## src/rtl/mem_interface.sv

```systemverilog
// rtl/mem_interface.sv - memory access unit between control FSM and system bus
//
// Runs one bus transaction per control request. It handles byte lanes,
// misalignment, and size/sign adjustment of load data. Bus errors and timeouts
// are reported as faults.
//
// Ports:
//   clk, rst_n                  core clock, asynchronous active-low reset
//   mem_read, mem_write         level requests from control, held until mem_complete
//   mem_fetch                   instruction fetch: forces word, unsigned
//   addr, f3, wdata             byte address, funct3 size code, LSB-aligned store data
//   mem_complete                one-cycle completion pulse
//   mem_rdata                   extended read data, held until next successful read
//   mem_fault, fault_cause      fault flag and cause (01 misaligned, 10 bus err, 11 timeout)
//   bus_req, bus_we, bus_addr   bus request, write flag, word-aligned address
//   bus_be, bus_wdata           byte enables, lane-replicated store data
//   bus_ack, bus_err, bus_rdata bus response
module mem_interface #(
    parameter int TIMEOUT_CYCLES = 255
) (
    input  logic        clk,
    input  logic        rst_n,
    input  logic        mem_read,
    input  logic        mem_write,
    input  logic        mem_fetch,
    input  logic [31:0] addr,
    input  logic [2:0]  f3,
    input  logic [31:0] wdata,
    output logic        mem_complete,
    output logic [31:0] mem_rdata,
    output logic        mem_fault,
    output logic [1:0]  fault_cause,
    output logic        bus_req,
    output logic        bus_we,
    output logic [31:0] bus_addr,
    output logic [3:0]  bus_be,
    output logic [31:0] bus_wdata,
    input  logic        bus_ack,
    input  logic        bus_err,
    input  logic [31:0] bus_rdata
);

    localparam int CW = (TIMEOUT_CYCLES > 1) ? $clog2(TIMEOUT_CYCLES) : 1;
    localparam logic [CW-1:0] TO_LAST = CW'((TIMEOUT_CYCLES > 0) ? TIMEOUT_CYCLES - 1 : 0);

    typedef enum logic [1:0] {IDLE, BUS, DONE} state_t;

    state_t        state_q;
    logic [1:0]    off_q;
    logic [2:0]    f3_q;
    logic          fetch_q;
    logic [CW-1:0] cnt_q;

    logic          complete_q, fault_q, req_q, we_q;
    logic [1:0]    cause_q;
    logic [31:0]   rdata_q, addr_q, wdata_q;
    logic [3:0]    be_q;

    // Request decode: fetch and reserved codes behave as a word access.
    logic          is_b, is_h, misaligned_d;
    logic [3:0]    be_d;
    logic [31:0]   wdata_d;

    always_comb begin
        is_b = !mem_fetch && (f3[1:0] == 2'b00);
        is_h = !mem_fetch && (f3[1:0] == 2'b01);
        if (is_h)
            misaligned_d = addr[0];
        else
            misaligned_d = !is_b && (addr[1:0] != 2'b00);
        if (is_b) begin
            be_d    = 4'b0001 << addr[1:0];
            wdata_d = {4{wdata[7:0]}};
        end else if (is_h) begin
            be_d    = 4'b0011 << addr[1:0];
            wdata_d = {2{wdata[15:0]}};
        end else begin
            be_d    = 4'b1111;
            wdata_d = wdata;
        end
    end

    // Load data: pick the addressed lane, then sign- or zero-extend.
    logic [15:0] lane;
    logic [31:0] rdata_ext_d;

    always_comb begin
        lane        = 16'(bus_rdata >> {off_q, 3'b000});
        rdata_ext_d = bus_rdata;
        if (!fetch_q) begin
            case (f3_q)
                3'b000:  rdata_ext_d = {{24{lane[7]}}, lane[7:0]};
                3'b001:  rdata_ext_d = {{16{lane[15]}}, lane};
                3'b100:  rdata_ext_d = {24'h0, lane[7:0]};
                3'b101:  rdata_ext_d = {16'h0, lane};
                default: rdata_ext_d = bus_rdata;
            endcase
        end
    end

    always_ff @(posedge clk or negedge rst_n) begin
        if (!rst_n) begin
            state_q    <= IDLE;
            off_q      <= '0;
            f3_q       <= '0;
            fetch_q    <= 1'b0;
            cnt_q      <= '0;
            complete_q <= 1'b0;
            fault_q    <= 1'b0;
            cause_q    <= 2'b00;
            req_q      <= 1'b0;
            we_q       <= 1'b0;
            rdata_q    <= '0;
            addr_q     <= '0;
            wdata_q    <= '0;
            be_q       <= '0;
        end else begin
            case (state_q)
                IDLE: begin
                    if (mem_read || mem_write) begin
                        off_q   <= addr[1:0];
                        f3_q    <= f3;
                        fetch_q <= mem_fetch;
                        cnt_q   <= '0;
                        if (misaligned_d) begin
                            // Fault without touching the bus.
                            state_q    <= DONE;
                            complete_q <= 1'b1;
                            fault_q    <= 1'b1;
                            cause_q    <= 2'b01;
                        end else begin
                            state_q <= BUS;
                            req_q   <= 1'b1;
                            we_q    <= mem_write;
                            addr_q  <= {addr[31:2], 2'b00};
                            be_q    <= be_d;
                            wdata_q <= wdata_d;
                        end
                    end
                end
                BUS: begin
                    // An ack in the final timeout cycle still wins.
                    if (bus_ack) begin
                        state_q    <= DONE;
                        req_q      <= 1'b0;
                        complete_q <= 1'b1;
                        if (bus_err) begin
                            fault_q <= 1'b1;
                            cause_q <= 2'b10;
                        end else if (!we_q) begin
                            rdata_q <= rdata_ext_d;
                        end
                    end else if (TIMEOUT_CYCLES != 0 && cnt_q == TO_LAST) begin
                        state_q    <= DONE;
                        req_q      <= 1'b0;
                        complete_q <= 1'b1;
                        fault_q    <= 1'b1;
                        cause_q    <= 2'b11;
                    end else begin
                        cnt_q <= cnt_q + 1'b1;
                    end
                end
                DONE: begin
                    state_q    <= IDLE;
                    complete_q <= 1'b0;
                    fault_q    <= 1'b0;
                    cause_q    <= 2'b00;
                end
                default: state_q <= IDLE;
            endcase
        end
    end

    assign mem_complete = complete_q;
    assign mem_rdata    = rdata_q;
    assign mem_fault    = fault_q;
    assign fault_cause  = cause_q;
    assign bus_req      = req_q;
    assign bus_we       = we_q;
    assign bus_addr     = addr_q;
    assign bus_be       = be_q;
    assign bus_wdata    = wdata_q;

endmodule

```

## config.mk

```make
export PLATFORM = sky130hd
export DESIGN_NAME = mem_interface
export DESIGN_NICKNAME = d
export VERILOG_FILES = /design/src/rtl/mem_interface.sv
export SDC_FILE = /design/constraint.sdc
export NUM_CORES = 1
export LEC_CHECK = 0
export BUFFER_PORTS_ARGS = -buffer_cell sky130_fd_sc_hd__buf_2
export CELL_PAD_IN_SITES_DETAIL_PLACEMENT = 1
export CELL_PAD_IN_SITES_GLOBAL_PLACEMENT = 2
export CORE_ASPECT_RATIO = 1.25
export CORE_MARGIN = 10
export CORE_UTILIZATION = 30
export CTS_CLUSTER_SIZE = 40
export DETAILED_ROUTE_END_ITERATION = 12
export GPL_ROUTABILITY_DRIVEN = 0
export PLACE_DENSITY = 0.77
export SYNTH_ARGS = -nofsm -noshare
export SYNTH_HDL_FRONTEND = slang
export SYNTH_SLANG_ARGS = --single-unit
```

## constraint.sdc

```tcl
create_clock -name clk -period 2.7 [get_ports clk]
set_clock_uncertainty 0.1 [all_clocks]
set_input_delay 0.54 -clock clk [delete_from_list [all_inputs] [get_ports clk]]
set_output_delay 0.54 -clock clk [all_outputs]
set_load 0.05 [all_outputs]
```

# After elaboration in Yosys (flattened, before gate mapping)
# Cells that the tools add are included.
[classes]
n_addsub = 1
mul = 0
n_div = 0
order_cmp = 0
eq_ne = 14
shift = 3
muxes = 35
bitwise_logic = 3
n_reduce_logical = 20
[op_table]
columns = ["operator", "count"]
rows = [
  ["$pmux W32 S4", 1],
  ["$mux W32", 3],
  ["$shr A32 B5 Y16", 1],
  ["$mux W8", 3],
  ["$mux W2", 9],
  ["$pmux W8 S2", 1],
  ["$reduce_and A4 Y1", 4],
  ["$mux W1", 11],
  ["$ne A2 B2 Y1 const B", 5],
  ["$add A8 B1 Y8 const B", 1],
  ["$eq A8 B8 Y1 const B", 1],
  ["$mux W4", 2],
  ["$eq A3 B3 Y1 const B", 2],
  ["$ne A3 B3 Y1 const B", 2],
  ["$pmux W1 S3", 2],
  ["$pmux W2 S3", 1],
  ["$reduce_and A5 Y1", 1],
  ["$eq A2 B1 Y1 const B", 2],
  ["$logic_not A2 Y1", 2],
  ["$pmux W2 S2", 1],
  ["$reduce_and A2 Y1", 2],
  ["$reduce_bool A2 Y1", 2],
  ["$shl A1 B2 Y4 const A", 1],
  ["$shl A2 B2 Y4 const A", 1],
  ["other kinds (10)", 15],
]
[word_totals]
register_bits = 120
latchBits = 0
ram_bits = 0
romBits = 0
inputBits = 106
mem_count = 0

# Logic depth before layout (Yosys ltp)
[depth]
ltp_word = 8
mapped_depth = 8

# Least setup slack after synthesis
# No wires, ideal clock.
[synth_path]
path_kind = "input-to-reg"
from = "input mem_fetch"
to = "register addr_q[25], in the netlist bus_addr[25]"
setup_ns = 0.125
t_arrival_ns = 1.948
setup_slack_ns = 0.528
stages = 6
n_path_buf = 3
path_cell_list = "clkbuf_1 nor2_4 o2111ai_1 buf_2 buf_2 mux2_2"
[synth_between]
elab_chain_cells = 7
[synth_rtl]
columns = ["item", "line", "rtl"]
rows = [
  ["from (decl)", "25", "input logic mem_fetch,"],
  ["$logic_not A1 Y1 (*)", "65, 66", ""],
  ["$logic_and A1 B1 Y1", "65", "is_b = !mem_fetch && (f3[1:0] == 2'b00);"],
  ["$logic_not A1 Y1", "70", "misaligned_d = !is_b && (addr[1:0] != 2'b00);"],
  ["$logic_and A1 B1 Y1", "70", ""],
  ["$mux W1 (*)", "67", "if (is_h)"],
  ["$not A1 Y1 (no source line) (*)", "-", ""],
  ["$reduce_and A3 Y1 (no source line) (*)", "-", ""],
  ["to (signal assigned)", "135", "addr_q <= {addr[31:2], 2'b00};"],
  ["to (decl)", "56", "logic [31:0] rdata_q, addr_q, wdata_q;"],
]
# Every way passes the cells marked *; elsewhere a longest branch is shown, timed or not.
# A chain may end at the register's enable or synchronous reset.

# Worst setup path after layout
[layout_path]
from = "register state_q[1]"
to = "register rdata_q[18], in the netlist mem_rdata[18]"
[layout_between]
elab_chain_cells = 2
[layout_rtl]
columns = ["item", "line", "rtl"]
rows = [
  ["from (decl)", "48", "state_t state_q;"],
  ["from (signal assigned)", "103", "state_q <= IDLE;"],
  ["from (signal assigned)", "127", "state_q <= DONE;"],
  ["from (signal assigned)", "132", "state_q <= BUS;"],
  ["$eq A2 B1 Y1", "118", "case (state_q)"],
  ["$reduce_and A4 Y1 (no source line)", "-", ""],
  ["to (signal assigned)", "151", "rdata_q <= rdata_ext_d;"],
  ["to (decl)", "56", ""],
]
# No other way between the ends.

==> impl_metrics.env <==
export IMPL_drtIter0Drc=164
export IMPL_synth_cell_type_count=47
export IMPL_die_h_um=175
export IMPL_cp_max_fo=16
export IMPL_rsz0062_at_grt="no"
export IMPL_endpoint="mem_rdata[18]$_DFFE_PN0P_"
export IMPL_finalNonFillerCells=990
export IMPL_reg2reg_depth=4
export IMPL_cts_tree="yes"
export IMPL_cp_required_ns=2.92
export IMPL_drt_total_wl_um=19600
export IMPL_arrival_ns=2.38
export IMPL_htree_levels=4
export IMPL_worst_slew_pin_transition_ns=0.808
export IMPL_drive_above_1_share=0.419
export IMPL_synth_seq_area_share=0.522
export IMPL_synth_edf_count=0
export IMPL_grt_max_degree=64
export IMPL_synth_flop_cell="dfrtp_1"
export IMPL_fmax_mhz=463
export IMPL_wl_per_cell_um=19.8
export IMPL_num_vias=4956
export IMPL_p_leak_uw=0.00364
export IMPL_core_area_mm2=0.0188
export IMPL_finalSetupViolCount=0
export IMPL_clockBufferDepth=2
export IMPL_grt_ovfl_total=0
export IMPL_maxCapViolations=0
export IMPL_startpoint="state_q[1]$_DFFE_PN0P_"
export IMPL_reg2reg_slack_ns=0.54
export IMPL_power_uw=11200
export IMPL_finish_utilization=0.407
export IMPL_final_common_cell="buf_2"
export IMPL_grt_pass1_wl_um=30900
export IMPL_vias_per_cell=5.01
export IMPL_netlist_top_cells_area="dfrtp_1, mux2_2, mux2i_1"
export IMPL_grt_total_usage=0.156
export IMPL_fin_crit_sh=0.800
export IMPL_path_class="reg -> reg"
export IMPL_ios=212
export IMPL_start_kind="flop"
export IMPL_drc=0
export IMPL_grt_pass1_vias=5539
export IMPL_max_slew_margin_rel=0.461
export IMPL_synth_top_area_share=0.522
export IMPL_netlist_area_mm2=0.00576
export IMPL_portBuffers=209
export IMPL_yosys_warnings=0
export IMPL_async_flop_share=1.00
export IMPL_end_kind="flop"
export IMPL_r2r_start="state_q[1]$_DFFE_PN0P_"
export IMPL_cts_resized_gates=0
export IMPL_ant_nets=0
export IMPL_hold_violations=0
export IMPL_start_util=0.305
export IMPL_syn_to_final_growth_pct=33.4
export IMPL_die_w_um=144
export IMPL_most_common_layout_cells="buf_2, dfrtp_1, nand2_1"
export IMPL_avgSynthCellArea_um2=10.7
export IMPL_dieArea_mm2=0.0252
export IMPL_cts_num_sinks=120
export IMPL_finalNetCount=856
export IMPL_drv_slew=0
export IMPL_hpwl_um=15100
export IMPL_synth_seq_cells=120
export IMPL_reg2reg_to="mem_rdata[18]$_DFFE_PN0P_"
export IMPL_cts_buffers_inserted=17
export IMPL_ir_drop_mv=0.801
export IMPL_layout_min_cycle_time_ns=2.16
export IMPL_syn_instance_count=538
export IMPL_finalSetupTns_ns=0
export IMPL_row_count=56
export IMPL_hp_class="in -> reg"
export IMPL_clock_root_buffer="clkbuf_16"
export IMPL_synth_top_cell_by_area="dfrtp_1"
export IMPL_antenna_found_initial=5
export IMPL_firstDrtPassIters=4
export IMPL_path_clk_slew_ns=0.06
export IMPL_powerDensity_mw_per_mm2=1460
export IMPL_status="complete, no violations"
export IMPL_dp_cells=956
export IMPL_clk_latency_ns=0.41
==> power by group <==
part / switching, uW / total (uW) / internal [uW]
Sequential: 531 / 3170 / 2640
Clock: 845 / 2140 / 1300
Combinational: 4350 / 5890 / 1540
Total: 5720 / 11200 / 5480
==> timing repair <==
item                                   CTS  global route
hold buffers                             1             0
endpoints found under the hold margin   21             0
buffers inserted                         0             0
==> stage by stage <==
stage | setup WS (ns) | hold slack [ns] | cell area [um^2]
3_3_place_gp | 0.419 | 0.358 | 7100
4_1_cts | 0.536 | 0.234 | 7670
5_1_grt | 0.398 | 0.235 | 7670
3_5_place_dp | 0.347 | 0.363 | 7100
6_report | 0.539 | 0.254 | 7680
2_1_floorplan | 0.528 | 0.144 | 5760
==> routing by layer <==
layer,vias to the layer above,wire (um),GRT usage
met2,199,8930,0.238
met5,-,38,0
met3,26,2440,0.0841
met1,2409,7750,0.179
met4,4,409,0.0597
li1,2318,-,-
==> final cells by class <==
| cell class | instances | area, um^2 |
|---|---|---|
| inverters | 7 | 26.3 |
| clock buffers | 19 | 453 |
| flip-flops and latches | 120 | 3000 |
| diodes | 3 | 7.51 |
| repair buffers | 226 | 1230 |
| clock inverters | 11 | 103 |
| fillers | 2162 | 11200 |
| well taps | 232 | 290 |
| multi-input cells | 372 | 2570 |
==> worst min path at each step <==
stage                     depth (start not counted)                  endpoint  slack [ns]                  start
after floorplan                                   0  bus_addr[10]$_DFFE_PN0P_        0.14                  rst_n
after global placement                            1  mem_rdata[3]$_DFFE_PN0P_        0.36                  rst_n
after detailed placement                          1     bus_be[2]$_DFFE_PN0P_        0.36  bus_be[2]$_DFFE_PN0P_
after CTS                                         2  bus_addr[30]$_DFFE_PN0P_        0.23               addr[30]
after global routing                              2  bus_addr[21]$_DFFE_PN0P_        0.24               addr[21]
final                                             2  bus_addr[29]$_DFFE_PN0P_        0.25               addr[29]
==> critical path, cell delays in order (launching register included) <==
cell and delay (ns):
dfrtp_1 0.46, nand4bb_4 0.24, or2_1 0.27, or3_1 0.69
o22ai_1 0.31
==> synthesized netlist by cell type (all sizes together) (8+ instances only) <==
| library cell | instances |
|---|---|
| dfrtp | 120 |
| nand2 | 61 |
| o21ai | 53 |
| nor2 | 48 |
| mux2 | 42 |
| mux2i | 41 |
| clkbuf | 26 |
| o22ai | 23 |
| a21oi | 20 |
| buf | 14 |
| a221oi | 8 |
==> registers in the layout, indices dropped and copies added (netlist names), 2 cells and up <==
name	count
mem_rdata	32
off_q	2
bus_addr	30
fault_cause	2
state_q	2
cnt_q	8
bus_be	4
f3_q	3
bus_wdata	32
==> cells by family (layout without fill, tap and decap cells) <==
| family | after synthesis | after routing | share of synthesized area |
|---|---|---|---|
| other | 1 | 5 | 0.000652 |
| buffers and inverters | 47 | 263 | 0.0365 |
| AO/OA/AOI/OAI | 135 | 135 | 0.156 |
| adder cells (fa/ha/maj) | 6 | 6 | 0.0130 |
| multiplexers | 83 | 83 | 0.153 |
| AND/OR/NAND/NOR | 146 | 146 | 0.118 |
| flip-flops | 120 | 120 | 0.522 |
(Power assumes the default switching activity.)
